### src/rtl/s15611_pkg.sv
// Shared types for the S15611 line-sensor capture path: FSM states and the
// word format carried through the output FIFO.
package s15611_pkg;

  localparam int DEFAULT_NUMBER_OF_PIXEL = 128;
  localparam int TDATA_WIDTH             = 16;

  typedef enum logic [2:0] {
    IDLE,
    ARMED,
    CONVST,
    WAIT_BUSY_HI,
    WAIT_BUSY_LO,
    STORE,
    DONE
  } capture_state_t;

  typedef struct packed {
    logic [TDATA_WIDTH-1:0] data;
    logic                   first;
    logic                   last;
  } pixel_word_t;

endpackage

### src/rtl/s15611_sample_fifo.sv
// First-word-fall-through FIFO between the capture FSM and the AXI4-Stream port.
// A write into a full FIFO is refused, so push never races a pop when full.
module s15611_sample_fifo #(
  parameter int DEPTH = 16,
  parameter int WIDTH = 18
) (
  input  logic             master_clock,
  input  logic             resetn,
  input  logic             wr_en,
  input  logic [WIDTH-1:0] wr_data,
  input  logic             rd_en,
  output logic [WIDTH-1:0] rd_data,
  output logic             full,
  output logic             empty
);

  localparam int AW = $clog2(DEPTH);

  logic [WIDTH-1:0] mem [DEPTH];
  logic [AW:0]      wr_ptr;
  logic [AW:0]      rd_ptr;

  // Pointers carry one extra wrap bit to tell full from empty.
  assign empty   = (wr_ptr == rd_ptr);
  assign full    = (wr_ptr[AW] != rd_ptr[AW]) && (wr_ptr[AW-1:0] == rd_ptr[AW-1:0]);
  assign rd_data = mem[rd_ptr[AW-1:0]];

  always_ff @(posedge master_clock or negedge resetn) begin
    if (!resetn) begin
      wr_ptr <= '0;
      rd_ptr <= '0;
    end else begin
      if (wr_en && !full)
        wr_ptr <= wr_ptr + 1'b1;
      if (rd_en && !empty)
        rd_ptr <= rd_ptr + 1'b1;
    end
  end

  always_ff @(posedge master_clock) begin
    if (wr_en && !full)
      mem[wr_ptr[AW-1:0]] <= wr_data;
  end

endmodule

### src/rtl/s15611_pixel_capture.sv
// Receive side of the S15611 readout: frames lines on SI, runs the ADC
// convert/busy handshake per pixel trigger and streams one line per SI period.
module s15611_pixel_capture
  import s15611_pkg::*;
#(
  parameter int NUMBER_OF_PIXEL   = DEFAULT_NUMBER_OF_PIXEL,
  parameter int ADC_WIDTH         = 12,
  parameter int CONVST_NCLK       = 2,
  parameter int BUSY_TIMEOUT_NCLK = 64,
  parameter int FIFO_DEPTH        = 16
) (
  input  logic                 master_clock,
  input  logic                 resetn,
  input  logic                 sensor_si,
  input  logic                 sample_capture_trigger,
  output logic                 adc_convst,
  input  logic                 adc_busy,
  input  logic [ADC_WIDTH-1:0] adc_data,
  output logic [15:0]          m_axis_tdata,
  output logic                 m_axis_tvalid,
  input  logic                 m_axis_tready,
  output logic                 m_axis_tlast,
  output logic                 m_axis_tuser,
  input  logic                 clear_errors,
  output logic                 err_missed,
  output logic                 err_timeout,
  output logic                 err_overflow,
  output logic                 err_short_frame,
  output logic [15:0]          frame_count
);

  localparam int                 PIX_W        = $clog2(NUMBER_OF_PIXEL) + 1;
  localparam logic [PIX_W-1:0]   LAST_INDEX   = PIX_W'(NUMBER_OF_PIXEL - 1);
  localparam logic [PIX_W-1:0]   PIX_COUNT    = PIX_W'(NUMBER_OF_PIXEL);
  localparam int                 CNT_W        = $clog2(BUSY_TIMEOUT_NCLK + CONVST_NCLK + 1);
  localparam logic [CNT_W-1:0]   CONVST_LAST  = CNT_W'(CONVST_NCLK - 1);
  localparam logic [CNT_W-1:0]   TIMEOUT_LAST = CNT_W'(BUSY_TIMEOUT_NCLK - 1);

  capture_state_t   state;
  logic [PIX_W-1:0] pixel_index;
  logic [CNT_W-1:0] cnt;
  logic [15:0]      sample;
  logic             si_q;
  logic             si_pending;
  logic             busy_meta;
  logic             busy_sync;
  logic             si_rise;
  logic             si_applicable;
  logic             converting;
  logic             fifo_full;
  logic             fifo_empty;
  pixel_word_t      wr_word;
  pixel_word_t      rd_word;

  assign si_rise       = sensor_si && !si_q;
  assign si_applicable = (state == IDLE) || (state == ARMED) || (state == DONE);
  assign converting    = (state == CONVST) || (state == WAIT_BUSY_HI) ||
                         (state == WAIT_BUSY_LO) || (state == STORE);

  always_ff @(posedge master_clock or negedge resetn) begin
    if (!resetn) begin
      si_q      <= 1'b0;
      busy_meta <= 1'b0;
      busy_sync <= 1'b0;
    end else begin
      si_q      <= sensor_si;
      busy_meta <= adc_busy;
      busy_sync <= busy_meta;
    end
  end

  // Clears are written first so a same-cycle set further down wins.
  always_ff @(posedge master_clock or negedge resetn) begin
    if (!resetn) begin
      state           <= IDLE;
      pixel_index     <= '0;
      cnt             <= '0;
      sample          <= '0;
      si_pending      <= 1'b0;
      adc_convst      <= 1'b0;
      err_missed      <= 1'b0;
      err_timeout     <= 1'b0;
      err_overflow    <= 1'b0;
      err_short_frame <= 1'b0;
      frame_count     <= '0;
    end else begin
      if (clear_errors) begin
        err_missed      <= 1'b0;
        err_timeout     <= 1'b0;
        err_overflow    <= 1'b0;
        err_short_frame <= 1'b0;
      end
      if (si_rise && !si_applicable)
        si_pending <= 1'b1;
      if (si_applicable && (si_rise || si_pending)) begin
        si_pending  <= 1'b0;
        state       <= ARMED;
        pixel_index <= '0;
        if ((pixel_index != '0) && (pixel_index < PIX_COUNT))
          err_short_frame <= 1'b1;
      end else begin
        unique case (state)
          ARMED: begin
            if (sample_capture_trigger) begin
              state      <= CONVST;
              adc_convst <= 1'b1;
              cnt        <= '0;
            end
          end
          CONVST: begin
            if (cnt == CONVST_LAST) begin
              adc_convst <= 1'b0;
              cnt        <= '0;
              state      <= WAIT_BUSY_HI;
            end else begin
              cnt <= cnt + 1'b1;
            end
          end
          WAIT_BUSY_HI: begin
            if (busy_sync) begin
              cnt   <= '0;
              state <= WAIT_BUSY_LO;
            end else if (cnt == TIMEOUT_LAST) begin
              err_timeout <= 1'b1;
              sample      <= '0;
              state       <= STORE;
            end else begin
              cnt <= cnt + 1'b1;
            end
          end
          WAIT_BUSY_LO: begin
            if (!busy_sync) begin
              sample <= 16'(adc_data);
              state  <= STORE;
            end else if (cnt == TIMEOUT_LAST) begin
              err_timeout <= 1'b1;
              sample      <= '0;
              state       <= STORE;
            end else begin
              cnt <= cnt + 1'b1;
            end
          end
          STORE: begin
            if (fifo_full)
              err_overflow <= 1'b1;
            pixel_index <= pixel_index + 1'b1;
            if (pixel_index == LAST_INDEX) begin
              state       <= DONE;
              frame_count <= frame_count + 16'd1;
            end else begin
              state <= ARMED;
            end
          end
          default: ;
        endcase
      end
      if (sample_capture_trigger && converting)
        err_missed <= 1'b1;
    end
  end

  assign wr_word.data  = sample;
  assign wr_word.first = (pixel_index == '0);
  assign wr_word.last  = (pixel_index == LAST_INDEX);

  s15611_sample_fifo #(
    .DEPTH (FIFO_DEPTH),
    .WIDTH ($bits(pixel_word_t))
  ) u_fifo (
    .master_clock (master_clock),
    .resetn       (resetn),
    .wr_en        (state == STORE),
    .wr_data      (wr_word),
    .rd_en        (m_axis_tready),
    .rd_data      (rd_word),
    .full         (fifo_full),
    .empty        (fifo_empty)
  );

  // Unwritten FIFO entries are never exposed, so the stream reads 0 when empty.
  assign m_axis_tvalid = !fifo_empty;
  assign m_axis_tdata  = fifo_empty ? 16'd0 : rd_word.data;
  assign m_axis_tuser  = !fifo_empty && rd_word.first;
  assign m_axis_tlast  = !fifo_empty && rd_word.last;

endmodule

### config.mk
export PLATFORM = sky130hd
export DESIGN_NAME = s15611_pixel_capture
export DESIGN_NICKNAME = d
export VERILOG_FILES = /design/src/rtl/s15611_pkg.sv /design/src/rtl/s15611_sample_fifo.sv /design/src/rtl/s15611_pixel_capture.sv
export SDC_FILE = /design/constraint.sdc
export NUM_CORES = 1
export LEC_CHECK = 0
export CELL_PAD_IN_SITES_DETAIL_PLACEMENT = 1
export CELL_PAD_IN_SITES_GLOBAL_PLACEMENT = 1
export CORE_MARGIN = 3
export CORE_UTILIZATION = 57
export CTS_BUF_LIST = sky130_fd_sc_hd__clkbuf_16
export DETAILED_ROUTE_END_ITERATION = 10
export PLACE_DENSITY_LB_ADDON = 0.1
export SLEW_MARGIN = 20
export SYNTH_ARGS = -nofsm -noshare
export SYNTH_HDL_FRONTEND = slang
export SYNTH_SLANG_ARGS = --single-unit
### constraint.sdc
create_clock -name master_clock -period 8.7 [get_ports master_clock]
set_clock_uncertainty 0.2 [all_clocks]
set_input_delay 1.74 -clock master_clock [delete_from_list [all_inputs] [get_ports master_clock]]
set_output_delay 1.74 -clock master_clock [all_outputs]
set_load 0.05 [all_outputs]
# Yosys cells after proc, flatten, opt, wreduce, memory -nomap -nowiden
# Memories as Yosys holds them, arrays and structs flattened.
# Index checks and enable logic that the tools add are counted.
# W data, S select, Z words.
op_classes:
  n_addsub: 5
  n_lt_le_gt_ge: 1
  n_eq_ne: 18
  n_mux: 43
  n_bitwise: 1
  n_reduce_logical: 35
op_table:
  columns: ["operator", "n"]
  rows:
  - ["$mux W16", 4]
  - ["$mux W7", 5]
  - ["$pmux W16 S2", 1]
  - ["$pmux W7 S4", 1]
  - ["$mux W3", 7]
  - ["$mux W1", 20]
  - ["$add A16 B1 Y16 const B", 1]
  - ["$mux W8", 2]
  - ["$pmux W3 S5", 1]
  - ["$add A5 B1 Y5 const B", 2]
  - ["$logic_and A1 B1 Y1", 10]
  - ["$reduce_bool A2 Y1", 5]
  - ["$eq A3 B3 Y1 const B", 3]
  - ["$reduce_and A3 Y1", 3]
  - ["$add A8 B1 Y8 const B", 1]
  - ["$eq A8 B7 Y1 const B", 1]
  - ["$logic_not A8 Y1", 1]
  - ["$lt A8 B8 Y1 const B", 1]
  - ["$reduce_and A4 Y1", 2]
  - ["$reduce_bool A8 Y1", 1]
  - ["$add A7 B1 Y7 const B", 1]
  - ["$eq A7 B1 Y1 const B", 1]
  - ["$eq A7 B6 Y1 const B", 1]
  - ["$eq A3 B2 Y1 const B", 2]
  - ["15 further kinds", 26]
totals:
  ff_bits: 69
  ram_bits: 288
  inputBits: 19
  output_inout_bits: 40
  elab_cells: 120
  n_memories: 1
mem_list:
  columns: ["name", "depth", "word_bits", "rd", "rd_ports_with_merged_regs", "write_ports", "line_no", "text"]
  rows:
  - ["u_fifo.mem", 16, 18, 1, 0, 1, "s15611_sample_fifo.sv:19", "logic [WIDTH-1:0] mem [DEPTH];"]

# Longest topological paths before layout
logic_depth:
  ltp_word: 7
  ltp_mapped: 9
  mapped_depth_nobuf: 7

# Cells and area by module
# From an unflattened synthesis, not the netlist that was laid out.
unflattened:
  cells_unflattened: 810
  hier_area_um2: 14430.1
by_module_without_submodules:
  columns: ["mod", "instances", "cells_each", "area_per_inst_um2", "seq_area_each_um2"]
  rows:
  - ["s15611_sample_fifo", 1, 521, 11492.3, 8898.5]
  - ["s15611_pixel_capture", 1, 289, 2937.8, 1476.4]

# Worst setup path after synthesis
# Ideal clock, no wire load.
synth_path:
  kind: "register to output"
  startpoint: "register u_fifo.rd_ptr[0]"
  endpoint: "output m_axis_tdata[10]"
  arrival_time_ps: 2469
  t_required_ps: 6760
  slack_ps: 4291
  path_stages_with_launch: 7
  n_path_buf: 3
  path_cell_list: "dfrtp_1 -> buf_6 -> buf_6 -> buf_6 -> mux4_2 -> mux2i_1 -> a211oi_1"
synth_between:
  elab_chain_cells: 2
  elab_cells_between_ends: 3
  classes_between: "eq/ne: 1; mux: 1; memory: 1"
synth_rtl:
  columns: ["item", "line_no", "text"]
  rows:
  - ["from (decl)", "s15611_sample_fifo.sv:21", "logic [AW:0] rd_ptr;"]
  - ["from (signal assigned)", "s15611_sample_fifo.sv:36", "rd_ptr <= rd_ptr + 1'b1;"]
  - ["$mem_v2 Z16 W18 / $eq A5 B5 Y1 (equally long branches)", null, null]
  - ["$mux W16 *", "s15611_pixel_capture.sv:182", "assign m_axis_tdata = fifo_empty ? 16'd0 : rd_word.data;"]
  - ["to (decl)", "s15611_pixel_capture.sv:19", "output logic [15:0] m_axis_tdata,"]
# Every way passes the cells marked *; elsewhere a longest branch is shown, timed or not.

# Worst setup path in the final report
layout_path:
  startpoint: "register u_fifo.rd_ptr[0]"
  endpoint: "output m_axis_tlast"
layout_between:
  elab_chain_cells: 3
  elab_cells_between_ends: 4
  classes_between: "eq/ne: 1; reduce/logical: 2; memory: 1"
layout_rtl:
  columns: ["item", "line_no", "text"]
  rows:
  - ["branches (longest 2 deep; another with $mem_v2 Z16 W18)", null, null]
  - ["$logic_and A1 B1 Y1 *", "s15611_pixel_capture.sv:184", "assign m_axis_tlast = !fifo_empty && rd_word.last;"]
  - ["to (decl)", "s15611_pixel_capture.sv:22", "output logic m_axis_tlast,"]
# Every way passes the cells marked *.

==> run_results.csv <==
group,metric,value,unit
pwr,p_leak,5.82,nW
detailed_routing,drt-total-wl,35200,µm
critical_path,endpoint_kind,"output port",
synthesis,yosys.area.top_type,"edfxtp_1",
layout,final_util,66.9,%
synthesis,postSynthAreaPerCell,18.1,µm²
grt,grtUsageTotal,25.9,%
floorplanning,die_y,166,µm
grt,grt-ovfl-total,0,
critical_path,arrival,4230,ps
synthesis,synthXorXnorAreaFrac,2.09,%
detailed_routing,drtIter0Drc,679,
pwr,ir_drop,0.403,mV
status,status,"complete, no violations",
sta,rsz0062_at_grt,"no",
critical_path,r2r-start,"u_fifo.rd_ptr[1]$_DFFE_PN0P_",
cts,cts_tree,"done",
synthesis,async_reset_ff_share,19.3,%
place,dp_worst_setup_slack,2890,ps
synthesis,synth_compound_area_share,4.85,%
critical_path,critPathLaunch,"u_fifo.rd_ptr[0]$_DFFE_PN0P_",
floorplanning,ios,59,
critical_path,startpoint_type,"register",
sta,fmax,162,MHz
floorplanning,die_x,166,µm
synthesis,synth_seq_area_share,70.8,%
sta,min_period,6170,ps
synthesis,syn_nets,841,
layout,fin_cells,1246,
sta,whs,146,ps
sta,setup_tns,0,ps
min_path,min_from,"busy_meta$_DFF_PN0_",
synthesis,yosysWarnings,0,
place,portBuffers,58,
floorplanning,start_util,58.0,%
floorplanning,coreArea,0.0253,mm²
floorplanning,dieArea,0.0277,mm²
critical_path,cp.required,6760,ps
layout,diodes,0,
synthesis,syn_inst,811,
cts,root_buffer,"clkbuf_16",
run,drv_cap,0,
synthesis,synth-edff-count,288,
cts,insertion_delay,520,ps
cts,numCtsBuffers,37,
cts,cts_buffer_depth,3,
place,gp_congestion,0.792,
critical_path,crit_type,"reg2out",
synthesis,synth_fa_ha_area_share,0.939,%
min_path,hp-class,"reg2reg",
synthesis,netlist_area,0.0147,mm²
synthesis,yosys.area_share.simple,6.58,%
layout,mostFrequentLayoutCells,"288 x edfxtp_1, 72 x mux4_2, 66 x dfrtp_1, 57 x clkdlybuf4s50_1, 39 x clkbuf_16",
synthesis,ys_ff_latch,357,
sta,drv_slew,0,
floorplanning,fp-row-count,58,
sta,slew_headroom,24.0,%
place,place_area,0.0156,mm²
detailed_routing,via_count,7910,
layout,final_common_cell,"edfxtp_1",
synthesis,synth.top_cell.area_share,59.0,%
synthesis,synth-main-ff-cell,"edfxtp_1",
cts,cts_setup_buffers,0,
sta,worst_slack,2530,ps
cts,hold_buffers,0,
detailed_routing,drt_drc_violations_left,0,
sta,finalCritPeriodShare,70.9,%
detailed_routing,drtPass1Iterations,5,
detailed_routing,ant_nets,0,
cts,cts.sinks,357,
cts,cts_htree_levels,2,
pwr,power.density,311,mW/mm²
sta,finalSetupViolCount,0,
layout,syn2layout_area_growth,15.3,%
sta,worst_pin_slew,1130,ps
grt,grt_pass1_wl,54300,µm
detailed_routing,vias_per_cell,6.35,
detailed_routing,wl_per_cell,28.2,µm
layout,drive_gt1_share,21.6,%
place,dp.final_hpwl,19800,µm
synthesis,synthMuxAreaShare,12.5,%
cts,clk_pin_slew,60,ps
synthesis,yosysUniqueCellTypes,70,
grt,grt_max_degree,77,
synthesis,synth_top_family_by_area,"multiplexers",
pwr,total_power,5.26,mW
layout,final_area,0.0169,mm²
place,place_inst,1177,
critical_path,crit_path_max_fanout,42,
cts,cts-resized-gates,0,
sta,hold_violations,0,
grt,antenna_found_initial,0,
synthesis,ys_top_cells_by_area,"edfxtp_1 59%, dfrtp_1 12%, mux4_2 11%",
grt,grt_pass1_vias,8705,
layout,nNetsFinal,917,
## worst paths after layout
path	slack (ps)	depth (start not counted)	end
setup / recovery	2530	6	m_axis_tlast
hold / removal	150	0	busy_sync$_DFF_PN0_
setup reg to reg	4810	6	u_fifo.mem[15][11]$_DFFE_PP_
hold reg to reg	150	0	busy_sync$_DFF_PN0_
max in group asynchronous	6330	1	u_fifo.rd_ptr[0]$_DFFE_PN0P_
min in group asynchronous	1200	1	sample[12]$_DFFE_PN0P_
## synthesized netlist by cell type, drive strengths merged, types with 3 or more instances
| cell type | n |
|---|---|
| edfxtp | 288 |
| ha | 11 |
| a21oi | 14 |
| nand4 | 7 |
| nor3 | 16 |
| nor3b | 6 |
| nor2 | 32 |
| and4 | 3 |
| clkbuf | 15 |
| dfrtp | 69 |
| mux4 | 72 |
| and2 | 7 |
| xor2 | 21 |
| inv | 20 |
| xnor2 | 14 |
| nor4 | 5 |
| buf | 27 |
| a22o | 13 |
| nand2 | 30 |
| or2 | 3 |
| a211oi | 37 |
| nand3 | 11 |
| o21ai | 13 |
| mux2i | 18 |
| nor2b | 22 |
## registers in the layout (all words and copies together) (netlist names)
signal,flops
u_fifo.mem,288
err_missed,1
pixel_index,8
adc_convst,1
state,3
sample,16
si_q,1
err_timeout,1
frame_count,16
si_pending,1
u_fifo.wr_ptr,5
u_fifo.rd_ptr,5
err_overflow,1
busy_meta,1
err_short_frame,1
cnt,7
busy_sync,1
## critical path, stage by stage, from the launching register on
cell	delay, ps
dfrtp_4	950
buf_4	710
mux4_2	360
nor2b_1	180
a211oi_1	90
a211oi_1	460
clkdlybuf4s50_1	900
## layout make-up
cell class              count  area, µm²
clock inverters            29        288
repair buffers             79        742
flip-flops and latches    357      10400
well taps                 330        413
fillers                  2143       8360
multi-input cells         392       4020
inverters                  20       75.1
clock buffers              39        976
## cell families after synthesis
group,after synthesis
fa+ha+maj,11
xor+xnor,35
buf+inv,62
flops,357
simple gates,158
compound gates,96
mux,92
## metal layers
layer	vias to the layer above	track usage (%)	share of wire (%)
met3	46	4.71	6.0
li1	3367	-	-
met5	-	0	0
met2	274	44.1	52
met1	4223	35.6	41
met4	0	5.92	1.8
## report_power, final
part	internal [mW]	switching (mW)	total (mW)
clock	0.990	0.643	1.63
sequential	1.95	0.163	2.11
combinational	0.623	0.888	1.51
Power figures use the tool's default switching activity.
